[src/rtl/nn_eval_ctrl.sv]
// Evaluation sequencer for a stochastic node array: clears burst memories, warms up the
// stream generators, then counts ones on each node output over a programmable length.
module nn_eval_ctrl #(
    parameter int NOUT     = 3,
    parameter int CNT_W    = 8,
    parameter int INIT_CYC = 2,
    parameter int WARMUP   = 6
) (
    input  logic                        CLK,
    input  logic                        INIT,
    input  logic                        start,
    input  logic                        abort,
    input  logic [CNT_W-1:0]            stream_len,
    input  logic [NOUT-1:0]             a_in,
    output logic                        node_init,
    output logic                        run,
    output logic                        busy,
    output logic                        done,
    output logic [NOUT*(CNT_W+1)-1:0]   result
);

    localparam int RW  = CNT_W + 1;
    localparam int PW0 = (RW > $clog2(INIT_CYC + 1)) ? RW : $clog2(INIT_CYC + 1);
    localparam int PW  = (PW0 > $clog2(WARMUP + 1)) ? PW0 : $clog2(WARMUP + 1);

    localparam logic [PW-1:0] ONE       = PW'(1);
    localparam logic [PW-1:0] INIT_LAST = PW'(INIT_CYC - 1);
    localparam logic [PW-1:0] WARM_LAST = PW'((WARMUP > 0) ? WARMUP - 1 : 0);

    typedef enum logic [2:0] {
        S_IDLE,
        S_CLEAR,
        S_WARM,
        S_COUNT,
        S_DONE
    } state_t;

    state_t                    state_q, state_d;
    logic [PW-1:0]             phase_q, phase_d;
    logic [CNT_W-1:0]          len_q, len_d;
    logic [RW-1:0]             cnt_q [NOUT];
    logic [RW-1:0]             cnt_d [NOUT];
    logic [NOUT*RW-1:0]        result_q, result_d;
    logic                      node_init_q, node_init_d;
    logic                      run_q, run_d;
    logic                      busy_q, busy_d;
    logic                      done_q, done_d;
    logic [RW-1:0]             len_full;
    logic [PW-1:0]             count_last;

    // A latched length of zero stands for 2^CNT_W, which needs the extra top bit.
    assign len_full   = {(len_q == '0), len_q};
    assign count_last = PW'(len_full - RW'(1));

    always_comb begin
        state_d  = state_q;
        phase_d  = phase_q;
        len_d    = len_q;
        cnt_d    = cnt_q;
        result_d = result_q;

        case (state_q)
            S_IDLE: begin
                phase_d = '0;
                for (int i = 0; i < NOUT; i++) cnt_d[i] = '0;
                if (start && !abort) begin
                    len_d   = stream_len;
                    state_d = S_CLEAR;
                end
            end
            S_CLEAR: begin
                if (abort) begin
                    state_d = S_IDLE;
                end else if (phase_q == INIT_LAST) begin
                    phase_d = '0;
                    state_d = (WARMUP == 0) ? S_COUNT : S_WARM;
                end else begin
                    phase_d = phase_q + ONE;
                end
            end
            S_WARM: begin
                if (abort) begin
                    state_d = S_IDLE;
                end else if (phase_q == WARM_LAST) begin
                    phase_d = '0;
                    state_d = S_COUNT;
                end else begin
                    phase_d = phase_q + ONE;
                end
            end
            S_COUNT: begin
                for (int i = 0; i < NOUT; i++) cnt_d[i] = cnt_q[i] + RW'(a_in[i]);
                if (abort) begin
                    state_d = S_IDLE;
                end else if (phase_q == count_last) begin
                    state_d = S_DONE;
                    for (int i = 0; i < NOUT; i++) result_d[i*RW +: RW] = cnt_d[i];
                end else begin
                    phase_d = phase_q + ONE;
                end
            end
            S_DONE: state_d = S_IDLE;
            default: state_d = S_IDLE;
        endcase

        // Outputs are decoded from the next state so they are flops aligned with the state.
        node_init_d = (state_d == S_CLEAR);
        run_d       = (state_d == S_WARM) || (state_d == S_COUNT);
        busy_d      = (state_d != S_IDLE);
        done_d      = (state_d == S_DONE);
    end

    always_ff @(posedge CLK) begin
        if (INIT) begin
            state_q     <= S_IDLE;
            phase_q     <= '0;
            len_q       <= '0;
            for (int i = 0; i < NOUT; i++) cnt_q[i] <= '0;
            result_q    <= '0;
            node_init_q <= 1'b0;
            run_q       <= 1'b0;
            busy_q      <= 1'b0;
            done_q      <= 1'b0;
        end else begin
            state_q     <= state_d;
            phase_q     <= phase_d;
            len_q       <= len_d;
            for (int i = 0; i < NOUT; i++) cnt_q[i] <= cnt_d[i];
            result_q    <= result_d;
            node_init_q <= node_init_d;
            run_q       <= run_d;
            busy_q      <= busy_d;
            done_q      <= done_d;
        end
    end

    assign node_init = node_init_q;
    assign run       = run_q;
    assign busy      = busy_q;
    assign done      = done_q;
    assign result    = result_q;

endmodule
[config.mk]
export PLATFORM = sky130hd
export DESIGN_NAME = nn_eval_ctrl
export DESIGN_NICKNAME = d
export VERILOG_FILES = /design/src/rtl/nn_eval_ctrl.sv
export SDC_FILE = /design/constraint.sdc
export NUM_CORES = 1
export LEC_CHECK = 0
export CORE_UTILIZATION = 68
export CTS_CLUSTER_DIAMETER = 150
export DETAILED_ROUTE_END_ITERATION = 8
export DONT_BUFFER_PORTS = 1
export PLACE_DENSITY_LB_ADDON = 0.3
export REMOVE_ABC_BUFFERS = 1
export SYNTH_ARGS = -nofsm -noshare
export SYNTH_HDL_FRONTEND = slang
export SYNTH_SLANG_ARGS = --single-unit
[constraint.sdc]
create_clock -name CLK -period 6.2 [get_ports CLK]
set_input_delay 0.62 -clock CLK [delete_from_list [all_inputs] [get_ports CLK]]
set_output_delay 0.62 -clock CLK [all_outputs]
set_load 0.03 [all_outputs]
* Word-level counts from Yosys, hierarchy flattened
Cells that the tools add are included.
Storage, ports and cells: register bits 78, output and inout port bits 31, logic and storage cells 58
Operators by class: add/subtract/negate cells 5, eq/ne operators 14, mux-type cells 16, bitwise gates (word level) 1, reduce and logical (&&, ||, !) cells 11
Operator list (number):
- $mux 9 | 6
- $pmux 27 s2 | 1
- $pmux 9 s4 | 1
- $add 9x1->9 | 3
- $mux 3 | 7
- $eq 3x2->1 const B | 4
- $pmux 3 s4 | 1
- $add 9x1->9 const B | 1
- $eq 9x1->1 const B | 1
- $eq 9x3->1 const B | 1
- $eq 9x9->1 | 1
- $sub 9x1->9 const B | 1
- $logic_not 8->1 | 1
- $ne 2x2->1 const B | 4
- $eq 3x1->1 const B | 2
- $reduce_and 5->1 | 1
- $reduce_bool 4->1 | 1
- $eq 3x3->1 const B | 1
- $logic_not 3->1 | 1
- $reduce_and 3->1 | 1
- $reduce_bool 3->1 | 1
- $reduce_and 2->1 | 1
- $reduce_bool 2->1 | 1
- $logic_and 1x1->1 | 1
- 3 further kinds | 3

* Logic depth before layout (Yosys ltp)
Gate-level depths: netlist (run 1).
depth in word-level cells 8, depth in mapped cells 10, depth with buffers taken out 9

* Worst setup path after synthesis (run 1)
No wires, ideal clock.
path type reg2reg, start point register len_q[0], end point register phase_q[1], setup time 0.064 ns, arrival 2.221 ns, required time 6.136 ns, setup slack 3.915 ns, cell stages (with the launch flop) 10, path through dfxtp_1 -> inv_1 -> ha_1 -> xnor2_1 -> a2111o_1 -> nor4_1 -> a221o_1 -> buf_6 -> mux2_1 -> nor2_1
On the way: word-level cells in the longest chain between the ends 5
Ends and longest elaborated chain:
- start: declaration | RTL line 40 | logic [CNT_W-1:0] len_q, len_d;
- start signal: assignment | RTL line 127 | len_q <= len_d;
- $logic_not 8->1 | RTL line 52 | assign len_full = {(len_q == '0), len_q};
- $sub 9x1->9 * | RTL line 53 | assign count_last = PW'(len_full - RW'(1));
- $eq 9x9->1 * | RTL line 95 | end else if (phase_q == count_last) begin
- $ne 2x2->1 (no line) *
- $reduce_and 5->1 (no line) *
- end signal: assignment | RTL line 126 | phase_q <= phase_d;
- end: declaration | RTL line 39 | logic [PW-1:0] phase_q, phase_d;
Every way passes the cells marked *; elsewhere a longest branch is shown, timed or not. A chain may end at the register's enable or synchronous reset.

* Worst setup path in the final report (run 1)
start point register len_q[0], end point register result_q[24] (netlist: result[24])
On the way: word-level cells in the longest chain between the ends 4
Ends and longest elaborated chain:
- $logic_not 8->1 | RTL line 52
- $sub 9x1->9 * | RTL line 53
- $eq 9x9->1 * | RTL line 95
- $reduce_and 3->1 (no line) *
- end signal: assignment | RTL line 129 | result_q <= result_d;
- end: declaration | RTL line 43 | logic [NOUT*RW-1:0] result_q, result_d;
Marks and branches as above.

==> results of run 1 <==
==> where the power goes <==
group | leakage [nW] | internal (mW) | switching (mW)
Combinational | 1.02 | 0.0178 | 0.0231
Clock | 0.0954 | 0.177 | 0.179
Sequential | 0.629 | 0.504 | 0.00573
Total | 1.74 | 0.699 | 0.208
==> state kept, by name, summed over array words and instances, names as in the netlist <==
register,flops
len_q,8
result,27
run,1
node_init,1
state_q,3
cnt_q,27
busy,1
done,1
phase_q,9
==> kinds of logic after synthesis <==
group                    synth area share [%]
AND/OR/NAND/NOR                          20.7
flip-flops                               42.6
AO/OA/AOI/OAI                            12.5
multiplexers                             10.1
XOR/XNOR                                 7.64
buffers and inverters                    3.38
adder cells (fa/ha/maj)                  3.07
==> metal layers <==
layer	part of all wire [%]	routed length, um	track usage (%)
met2	49	3600	45.5
met4	1.1	78	9.67
met3	6.2	455	8.47
met5	0	0	0
met1	43	3160	31.3
==> placed cells by master, fill, tap and decap left out, drive strengths merged, types with 3 or more instances in the layout <==
master / n
a21oi: 18
xor2: 13
o21ai: 20
nand2: 8
xnor2: 19
nand4: 3
dfxtp: 78
mux2i: 36
inv: 5
or3: 3
clkbuf: 13
nor3: 12
a22oi: 18
or4: 4
nand3: 16
and3: 13
nor2: 82
o31ai: 3
ha: 9
o21a: 4
==> final cells by class <==
cell class | instances | area (um^2) | share of cell area [%]
clock inverter | 3 | 17.5 | 0.455
clock buffer | 13 | 169 | 4.39
sequential | 78 | 1560 | 40.6
inverter | 5 | 18.8 | 0.487
timing repair buffer | 1 | 7.51 | 0.195
multi-input combinational | 307 | 1990 | 51.6
tap | 70 | 87.6 | 2.27
==> worst max path at each step <==
stage | startpoint | to | slack, ns | cells after the start
3_3_place_gp | len_q[0] | busy | 3.31 | 7
5_1_grt | len_q[0] | result[23] | 2.80 | 8
2_1_floorplan | len_q[0] | result[0] | 3.20 | 8
3_5_place_dp | len_q[0] | result[6] | 3.15 | 8
6_report | len_q[0] | result[24] | 3.04 | 8
4_1_cts | len_q[0] | result[6] | 3.05 | 8
==> worst max-delay path, delay by kind of cell, from the launching register on <==
family	cells	cell delay, ns
muxes	1	0.43
adders and majority gates	1	0.30
and+or+nand+nor	3	1.28
buffers and inverters	1	0.07
xor gates and xnor gates	1	0.13
DFF	1	0.41
AOI/OAI and AO/OA	1	0.42
==> qor.yml, run 1 <==
floorplan:
  start_util_pct: 71.4
  design.die.area_um2: 5690
  std_cell_rows: 26
  num_io_pins: 46
  fp.dieH_um: 75.5
  die_x_um: 75.5
  core_area_um2: 5140
clock_network:
  cts-htree-levels: 3
  cts_buffers: 9
  tritoncts: "done"
  cts-resized-gates: 0
  hold_buffers: 0
  cts.sinks: 78
  clock_path_buffers: 2
  cts_root_buffer: "clkbuf_8"
  cts_post_setup_buffers_inserted: 0
  cts.clk_slew.worst_paths_ns: 0.08
  clock_latency_ns: 0.34
detailed_routing:
  ant_nets: 0
  dr.pass1.iters: 4
  dr_total_vias: 2884
  vias_per_cell: 6.05
  route.detailed.drc: 0
  drtIter0Drc: 184
  wl_per_cell_um: 15.3
  totalWireLength_um: 7300
sta:
  fin_crit_ns: 3.16
  holdWs_ns: 0.340
  maxSlewViolCount: 0
  slew_headroom_pct: 26.5
  fin_skew_ns: 0.00475
  setup_viol: 0
  rsz0062_at_grt: "no"
  setup_slack_ns: 3.04
  max_freq_ghz: 0.316
  finalSetupTns_ns: 0
  worstMarginPinSlew_ns: 1.10
  period_share_pct: 51.0
  hold_viol: 0
critical_path:
  r2r-end: "result[24]"
  cp-end-kind: "register"
  cp_slowest_cell: "nand3_2"
  worst_r2r_path_depth: 8
  reg2reg_from: "len_q[0]"
  arrival_ns: 3.40
  critPathKind: "reg -> reg"
  worstPathMaxFanout: 30
  path_cells: "inv_1 > ha_1 > xnor2_1 > a2111o_1 > nor3_1 > nand3_2 > mux2i_1 > nor2_1"
  max_stage_delay_ns: 0.84
  required_ns: 6.44
  rrSetupSlack_ns: 3.04
  critPathLaunchType: "register"
final_layout:
  final_area_um2: 3850
  finalNonFillerCells: 477
  diodes: 0
  fill_cells: 420
  nNetsFinal: 426
  fin_util_pct: 74.9
  syn2layout_area_growth_pct: 4.95
  drive_gt1_share_pct: 6.14
place:
  io_buffers: 0
  placed_area_um2: 3660
  place_ws_ns: 3.15
  routabilityCongestion: 0.913
  dp_hpwl_um: 4730
  dpl.cell_count: 461
synthesis:
  synthTopCellsByArea: "dfxtp_1 43%, mux2i_1 9.8%, nor2_1 8.3%"
  synth_most_common_cell: "nor2_1"
  synth_cell_type_count: 45
  synth_seq_cells: 78
  syn_inst: 412
  synth.cells.most_frequent: "81 x nor2_1, 78 x dfxtp_1, 36 x mux2i_1"
  seq_area_frac_synth_pct: 42.6
  synth_edf_count: 0
  avgSynthCellArea_um2: 8.90
  yosys_warnings: 0
  synth_top_cell_area_share_pct: 42.6
  synth-async-reset-ratio_pct: 0
  yosysTopAreaCell: "dfxtp_1"
  synth_area_um2: 3670
  ys_dominant_reg_cell: "dfxtp_1"
global_route:
  grt_usage_pct: 26.6
  grt_overflow: 0
  grt_pass1_vias: 2578
  grt_max_degree: 69
  grt_pass1_wl_um: 11400
  antenna_found_initial: 0
run:
  maxCapViolCount: 0
power:
  ir_worst_vdd_mv: 0.175
  p_per_area_nw_per_um2: 236
  p_total_uw: 907
  p_leak_nw: 1.74
hold_path:
  worstHoldStart: "INIT"
  min_path_type: "in -> reg"
  whs_path_depth: 1
  hold_path_end: "result[2]"
status:
  status: "completed"
Power figures use the tool's default switching activity.
==> run 2, diff against run 1 <==
--- a/config.mk
+++ b/config.mk
@@ -5,7 +5,8 @@
 export SDC_FILE = /design/constraint.sdc
 export NUM_CORES = 1
 export LEC_CHECK = 0
-export CORE_UTILIZATION = 68
+export ABC_AREA = 1
+export CORE_UTILIZATION = 57
 export CTS_CLUSTER_DIAMETER = 150
 export DETAILED_ROUTE_END_ITERATION = 8
 export DONT_BUFFER_PORTS = 1
==> constraint.sdc (replaced) <==
create_clock -name CLK -period 2.7 [get_ports CLK]
set_input_delay 0.27 -clock CLK [delete_from_list [all_inputs] [get_ports CLK]]
set_output_delay 0.27 -clock CLK [all_outputs]
set_load 0.03 [all_outputs]
==> run 2 against run 1 <==
Compared with the run above:
- non-clock buffer count is 6 higher
- fmax is 49% higher
- critical path depth stayed put
- combinational power grew to 3.3 times the previous value
- hold slack worse by 0.29 ns
- first-iteration DRC count is 29% lower
- flip-flop and latch count stayed put
- clock skew is 0.0043 ns higher
- critical path type unchanged
- highest routed layer unchanged
==> qor.yml, run 2 <==
final_layout:
  diodes: 0  # unchanged
  syn2layout_area_growth_pct: 4.72
  nNetsFinal: 588  # +38%
  drive_gt1_share_pct: 8.45  # +2.3 points
  final_cell_mix: "156 x nand2_1, 78 x dfxtp_1, 64 x inv_1"
  final_common_cell: "nand2_1"
  fin_util_pct: 61.7  # -13 points
  final_area_um2: 4190  # +8.8%
detailed_routing:
  vias_per_cell: 5.04  # -17%
  totalWireLength_um: 8120  # +11%
  wl_per_cell_um: 12.2  # -20%
  route.detailed.drc: 0  # unchanged
  ant_nets: 0  # unchanged
  dr_total_vias: 3347  # +16%
  dr.pass1.iters: 4  # unchanged
  drtIter0Drc: 130  # -29%
sta:
  hold_viol: 0  # unchanged
  fin_crit_ns: 2.12  # -1.04 ns
  holdWs_ns: 0.0504  # -0.290 ns
  worstMarginPinSlew_ns: 1.28  # +0.176 ns
  rsz0062_at_grt: "no"
  slew_headroom_pct: 14.7  # -12 points
  setup_viol: 0  # unchanged
  finalSetupTns_ns: 0  # unchanged
  max_freq_ghz: 0.472  # +49%
  fin_skew_ns: 0.00909  # +0.00434 ns
  period_share_pct: 78.5  # +28 points
  maxSlewViolCount: 0  # unchanged
global_route:
  grt_overflow: 0  # unchanged
  grt_usage_pct: 23.7  # -2.9 points
  grt_pass1_wl_um: 13700  # +20%
  use_met3_pct: 4.33  # -4.1 points
  grt_max_degree: 43  # -38%
  met1_usage_pct: 32.0  # +0.65 points
  grt_pass1_vias: 3060  # +19%
  grt_busiest_layer: "met2"
  grt_use_met2_pct: 37.3  # -8.2 points
  antenna_found_initial: 0  # unchanged
power:
  p_per_area_nw_per_um2: 493  # +110%
  p_leak_nw: 1.85  # +6.1%
  ir_worst_vdd_mv: 0.288  # +64%
  p_total_mw: 2.06  # +130%
floorplan:
  std_cell_rows: 30  # +15%
  design.die.area_um2: 7360  # +29%
  die_x_um: 85.8  # +14%
  num_io_pins: 46  # unchanged
  core_area_um2: 6790  # +32%
  start_util_pct: 58.9  # -12 points
  fp.dieH_um: 85.8  # +14%
synthesis:
  avgSynthCellArea_um2: 7.01  # -21%
  syn_inst: 571  # +39%
  synth.cells.most_frequent: "156 x nand2_1, 78 x dfxtp_1, 64 x inv_1"
  synthTopCellsByArea: "dfxtp_1 39%, nand2_1 15%, inv_1 6.0%"
  yosysTopAreaCell: "dfxtp_1"
  synth_most_common_cell: "nand2_1"
  synth_edf_count: 0  # unchanged
  synth_seq_cells: 78  # unchanged
  synth_top_cell_area_share_pct: 39.0  # -3.5 points
  synth-async-reset-ratio_pct: 0  # unchanged
  ys_dominant_reg_cell: "dfxtp_1"
  seq_area_frac_synth_pct: 39.0  # -3.5 points
  yosys_warnings: 0  # unchanged
  synth_area_um2: 4000  # +9.1%
  synth_cell_type_count: 33  # -27%
critical_path:
  cp-end-kind: "register"
  reg2reg_from: "state_q[2]"
  critPathKind: "reg -> reg"
  arrival_ns: 2.30  # -1.10 ns
  path_cells: "inv_1 > nand2_1 > nor2_1 > inv_1 > nand2_1 > inv_1 > nand2_1 > a21oi_1"
  critPathLaunchType: "register"
  worst_r2r_path_depth: 8  # unchanged
  critPathBufInv: 3  # +2
  required_ns: 2.88  # -3.56 ns
  cp_slowest_cell: "nor2_1"
  worstPathMaxFanout: 24  # -20%
  cp-startpoint: "state_q[2]"
  max_stage_delay_ns: 0.51  # -0.33 ns
  critPathTopFamily: "simple AND/OR/NAND/NOR gates"
  worst-path-stages: 8  # unchanged
hold_path:
  worstHoldStart: "stream_len[6]"
  min_path_type: "in -> reg"
  whs_path_depth: 2  # +1
clock_network:
  cts_buffers: 9  # unchanged
  cts_root_buffer: "clkbuf_8"
  tritoncts: "done"
  cts.clk_slew.worst_paths_ns: 0.08  # about the same
  clock_latency_ns: 0.36  # +0.02 ns
  cts.sinks: 78  # unchanged
  hold_buffers: 1  # +1
  cts-resized-gates: 0  # unchanged
  cts-htree-levels: 3  # unchanged
  clock_path_buffers: 2  # unchanged
  cts_post_setup_buffers_inserted: 0  # unchanged
place:
  io_buffers: 0  # unchanged
  routabilityCongestion: 0.866  # -5.1%
  dp_hpwl_um: 5540  # +17%
  placed_area_um2: 4020  # +9.6%
run:
  maxCapViolCount: 0  # unchanged
status:
  status: "completed"
## run 2: final timing paths
check,to,slack (ns)
setup reg to reg,cnt_q[4],0.58
hold / removal,len_q[6],0.05
hold reg to reg,cnt_q[0],0.47
setup / recovery,cnt_q[4],0.58
## run 2: routing by layer
layer | vias to the layer above | share of wire [%]
met1 | 1506 | 49
met5 | - | 0
met4 | 0 | 1.8
met2 | 56 | 45
met3 | 11 | 4.0
li1 | 1774 | -
## run 2: report_power, final
part	leakage, nW	total [mW]	internal [mW]	switching, mW
Sequential	0.630	1.18	1.16	0.0139
Clock	0.0848	0.756	0.326	0.430
Combinational	1.13	0.133	0.0408	0.0926
## run 2: layout make-up
class	instances	area (um^2)
clock buffer	9	124
clock inverter	6	40.0
fill	655	2600
inverter	68	255
multi-input combinational	400	2030
sequential	78	1560
tap	96	120
timing repair buffer	7	55.1
## run 2: metrics by stage
step	instances	worst slack, ns
2_1_floorplan	546	0.343
3_3_place_gp	648	0.727
3_5_place_dp	648	0.655
4_1_cts	664	0.578
5_1_grt	664	0.397
6_report	664	0.581
## run 2: cells by family (layout without fill, tap and decap cells)
family | Yosys count | count (layout) | synth area share (%)
and+or+nand+nor | 287 | 287 | 30.7
buffers and inverters | 93 | 90 | 10.1
DFF | 78 | 78 | 39.0
AOI/OAI and AO/OA | 74 | 74 | 10.8
xor gates and xnor gates | 30 | 30 | 6.57
adders and majority gates | 9 | 9 | 2.81
==> run 3, diff against run 2 <==
--- a/config.mk
+++ b/config.mk
@@ -5,7 +5,7 @@
 export SDC_FILE = /design/constraint.sdc
 export NUM_CORES = 1
 export LEC_CHECK = 0
-export ABC_AREA = 1
+export ABC_AREA = 0
 export CORE_UTILIZATION = 57
 export CTS_CLUSTER_DIAMETER = 150
 export DETAILED_ROUTE_END_ITERATION = 8
==> constraint.sdc (replaced) <==
create_clock -name CLK -period 1.9 [get_ports CLK]
set_input_delay 0.19 -clock CLK [delete_from_list [all_inputs] [get_ports CLK]]
set_output_delay 0.19 -clock CLK [all_outputs]
set_load 0.03 [all_outputs]
==> run 3 against run 2 <==
Compared with the run above:
- the run now ends with negative hold slack, negative setup slack left
- via count is 2.6% lower
- cell count is 19% lower
- die area is 8.1% lower
- worst setup slack worse by 0.99 ns
- combinational power is 100% higher
- register-to-register slack worse by 0.99 ns
- cell area is 9.6% higher
- fmax is 8.4% lower
- non-clock buffer count is 48 higher
- clock skew hardly changed
==> qor.yml, run 3 (same netlist as run 1, synthesis figures left out) <==
hold_path:
  min_path_type: "in -> reg"
floorplan:
  core_area_um2: 6060  # -11%
  start_util_pct: 60.5  # +1.6 points
  die_x_um: 82.2  # -4.1%
  std_cell_rows: 28  # -6.7%
  fp.dieH_um: 82.2  # -4.1%
  design.die.area_um2: 6760  # -8.1%
  num_io_pins: 46  # unchanged
final_layout:
  final_common_cell: "nor2_1"
  final_cell_mix: "77 x nor2_1, 75 x dfxtp_1, 36 x buf_4"
  finalNonFillerCells: 536  # -19%
  drive_gt1_share_pct: 23.9  # +15 points
  syn2layout_area_growth_pct: 25.1
  final_area_um2: 4590  # +9.6%
  fin_util_pct: 75.7  # +14 points
  diodes: 0  # unchanged
  nNetsFinal: 480  # -18%
  fill_cells: 411  # -37%
global_route:
  grt_overflow: 0  # unchanged
  grt_max_degree: 69  # +60%
  grt_usage_pct: 26.3  # +2.6 points
  antenna_found_initial: 0  # unchanged
  grt_pass1_vias: 2923  # -4.5%
  grt_pass1_wl_um: 13300  # -3.1%
place:
  placed_area_um2: 3940  # -1.9%
  place_ws_ns: -0.409  # -1.06 ns
  dp_hpwl_um: 5310  # -4.1%
  io_buffers: 0  # unchanged
  dpl.cell_count: 502  # -23%
  routabilityCongestion: 0.877  # +1.2%
sta:
  maxSlewViolCount: 0  # unchanged
  slew_headroom_pct: 64.7  # +50 points
  rsz0062_at_grt: "yes"
  fin_crit_ns: 2.31  # +0.194 ns
  holdWs_ns: -0.00789  # -0.0583 ns
  hold_viol: 2  # +2
  setup_slack_ns: -0.413  # -0.994 ns
  fin_skew_ns: 0.00918  # +0.0000907 ns
  setup_viol: 42  # +42
  max_freq_ghz: 0.432  # -8.4%
  worstMarginPinSlew_ns: 0.525  # -0.751 ns
  period_share_pct: 122  # +43 points
  finalSetupTns_ns: -12.43  # -12.43 ns
critical_path:
  critPathLaunchType: "register"
  path_cells: "inv_2 > ha_4 > buf_6 > nand2b_1 > a21oi_2 > a311o_1 > a21oi_2 > a221o_2 > buf_6 > or4_4 > a21oi_2"
  worstPathMaxFanout: 4  # -83%
  cp_slowest_cell: "or4_4"
  critPathBufInv: 3  # unchanged
  critPathKind: "reg -> reg"
  arrival_ns: 2.61  # +0.31 ns
  max_stage_delay_ns: 0.51  # about the same
  cp-end-kind: "register"
  required_ns: 2.19  # -0.69 ns
  crit_top_cell: "a21oi_2"
  critPathTopFamily: "compound AO/OA/AOI/OAI gates"
clock_network:
  clock_latency_ns: 0.36  # about the same
  cts-htree-levels: 3  # unchanged
  tritoncts: "done"
  cts.sinks: 78  # unchanged
  cts_root_buffer: "clkbuf_8"
  cts_buffers: 9  # unchanged
  cts.clk_slew.worst_paths_ns: 0.08  # about the same
  clock_path_buffers: 2  # unchanged
power:
  ir_worst_vdd_mv: 0.647  # +120%
  p_total_mw: 3.06  # +48%
  p_per_area_nw_per_um2: 667  # +35%
  p_leak_nw: 2.10  # +14%
detailed_routing:
  wl_per_cell_um: 16.8  # +38%
  dr.pass1.iters: 5  # +1
  dr_total_vias: 3260  # -2.6%
  drtIter0Drc: 174  # +34%
  vias_per_cell: 6.08  # +21%
  route.detailed.drc: 0  # unchanged
  totalWireLength_um: 9030  # +11%
  ant_nets: 0  # unchanged
status:
  failed_checks: "negative hold slack, negative setup slack"
  status: "complete, but fails checks"
run:
  maxCapViolCount: 0  # unchanged
run 3: cell types whose count changed in the layout (fill, tap and decap cells not counted), sizes merged, moves of 7 or more:
cell,delta
nand2,-148
inv,-59
buf,+44
mux2i,+36
a21oi,-33
nand3,-23
a22oi,+18
nor2,+17
and3,+13
or2,-10
nor3,+9
xnor2,+9
o21ai,+7
xor2,-7
run 3: timing repair:
action | CTS | global route
endpoints found under the hold margin | 65 | 65
setup endpoints to repair | 43 | 44
gates resized for setup | 33 | 34
pin swaps | 16 | 15
cloned | 2 | 1
buffers inserted | 8 | 4
run 3: final cells by class:
type | count | area, um^2 | area share [%]
clock buffer | 10 | 138 | 3.00
clock inverter | 6 | 43.8 | 0.954
inverter | 5 | 18.8 | 0.409
multi-input combinational | 307 | 2190 | 47.8
sequential | 78 | 1570 | 34.1
tap | 75 | 93.8 | 2.04
timing repair buffer | 55 | 537 | 11.7
run 3: where the power goes:
group	switching (mW)	leakage [nW]	internal, mW	total [mW]
Clock	0.618	0.0930	0.516	1.13
Combinational	0.139	1.38	0.129	0.268
Sequential	0.0142	0.631	1.65	1.66
Total	0.772	2.10	2.29	3.06
run 3: final timing paths:
check	from	to	slack (ns)	cells past startpoint
hold / removal	stream_len[6]	len_q[6]	-0.008	2
hold reg to reg	cnt_q[9]	cnt_q[9]	0.52	2
setup reg to reg	len_q[1]	phase_q[7]	-0.41	11
setup / recovery	len_q[1]	phase_q[7]	-0.41	11
run 3: routing by layer:
metal  GRT usage, %  wire (um)
met4           11.9        259
met5              0          0
met3           8.68        674
met2           44.8       4460
met1           29.8       3630
run 3: worst reg2reg max path: stages, from the launching register on:
cell and delay (ns):
dfxtp_2 0.34, inv_2 0.08, ha_4 0.14, buf_6 0.10, nand2b_1 0.06, a21oi_2 0.11
a311o_1 0.14, a21oi_2 0.08, a221o_2 0.42, buf_6 0.14, or4_4 0.51, a21oi_2 0.14
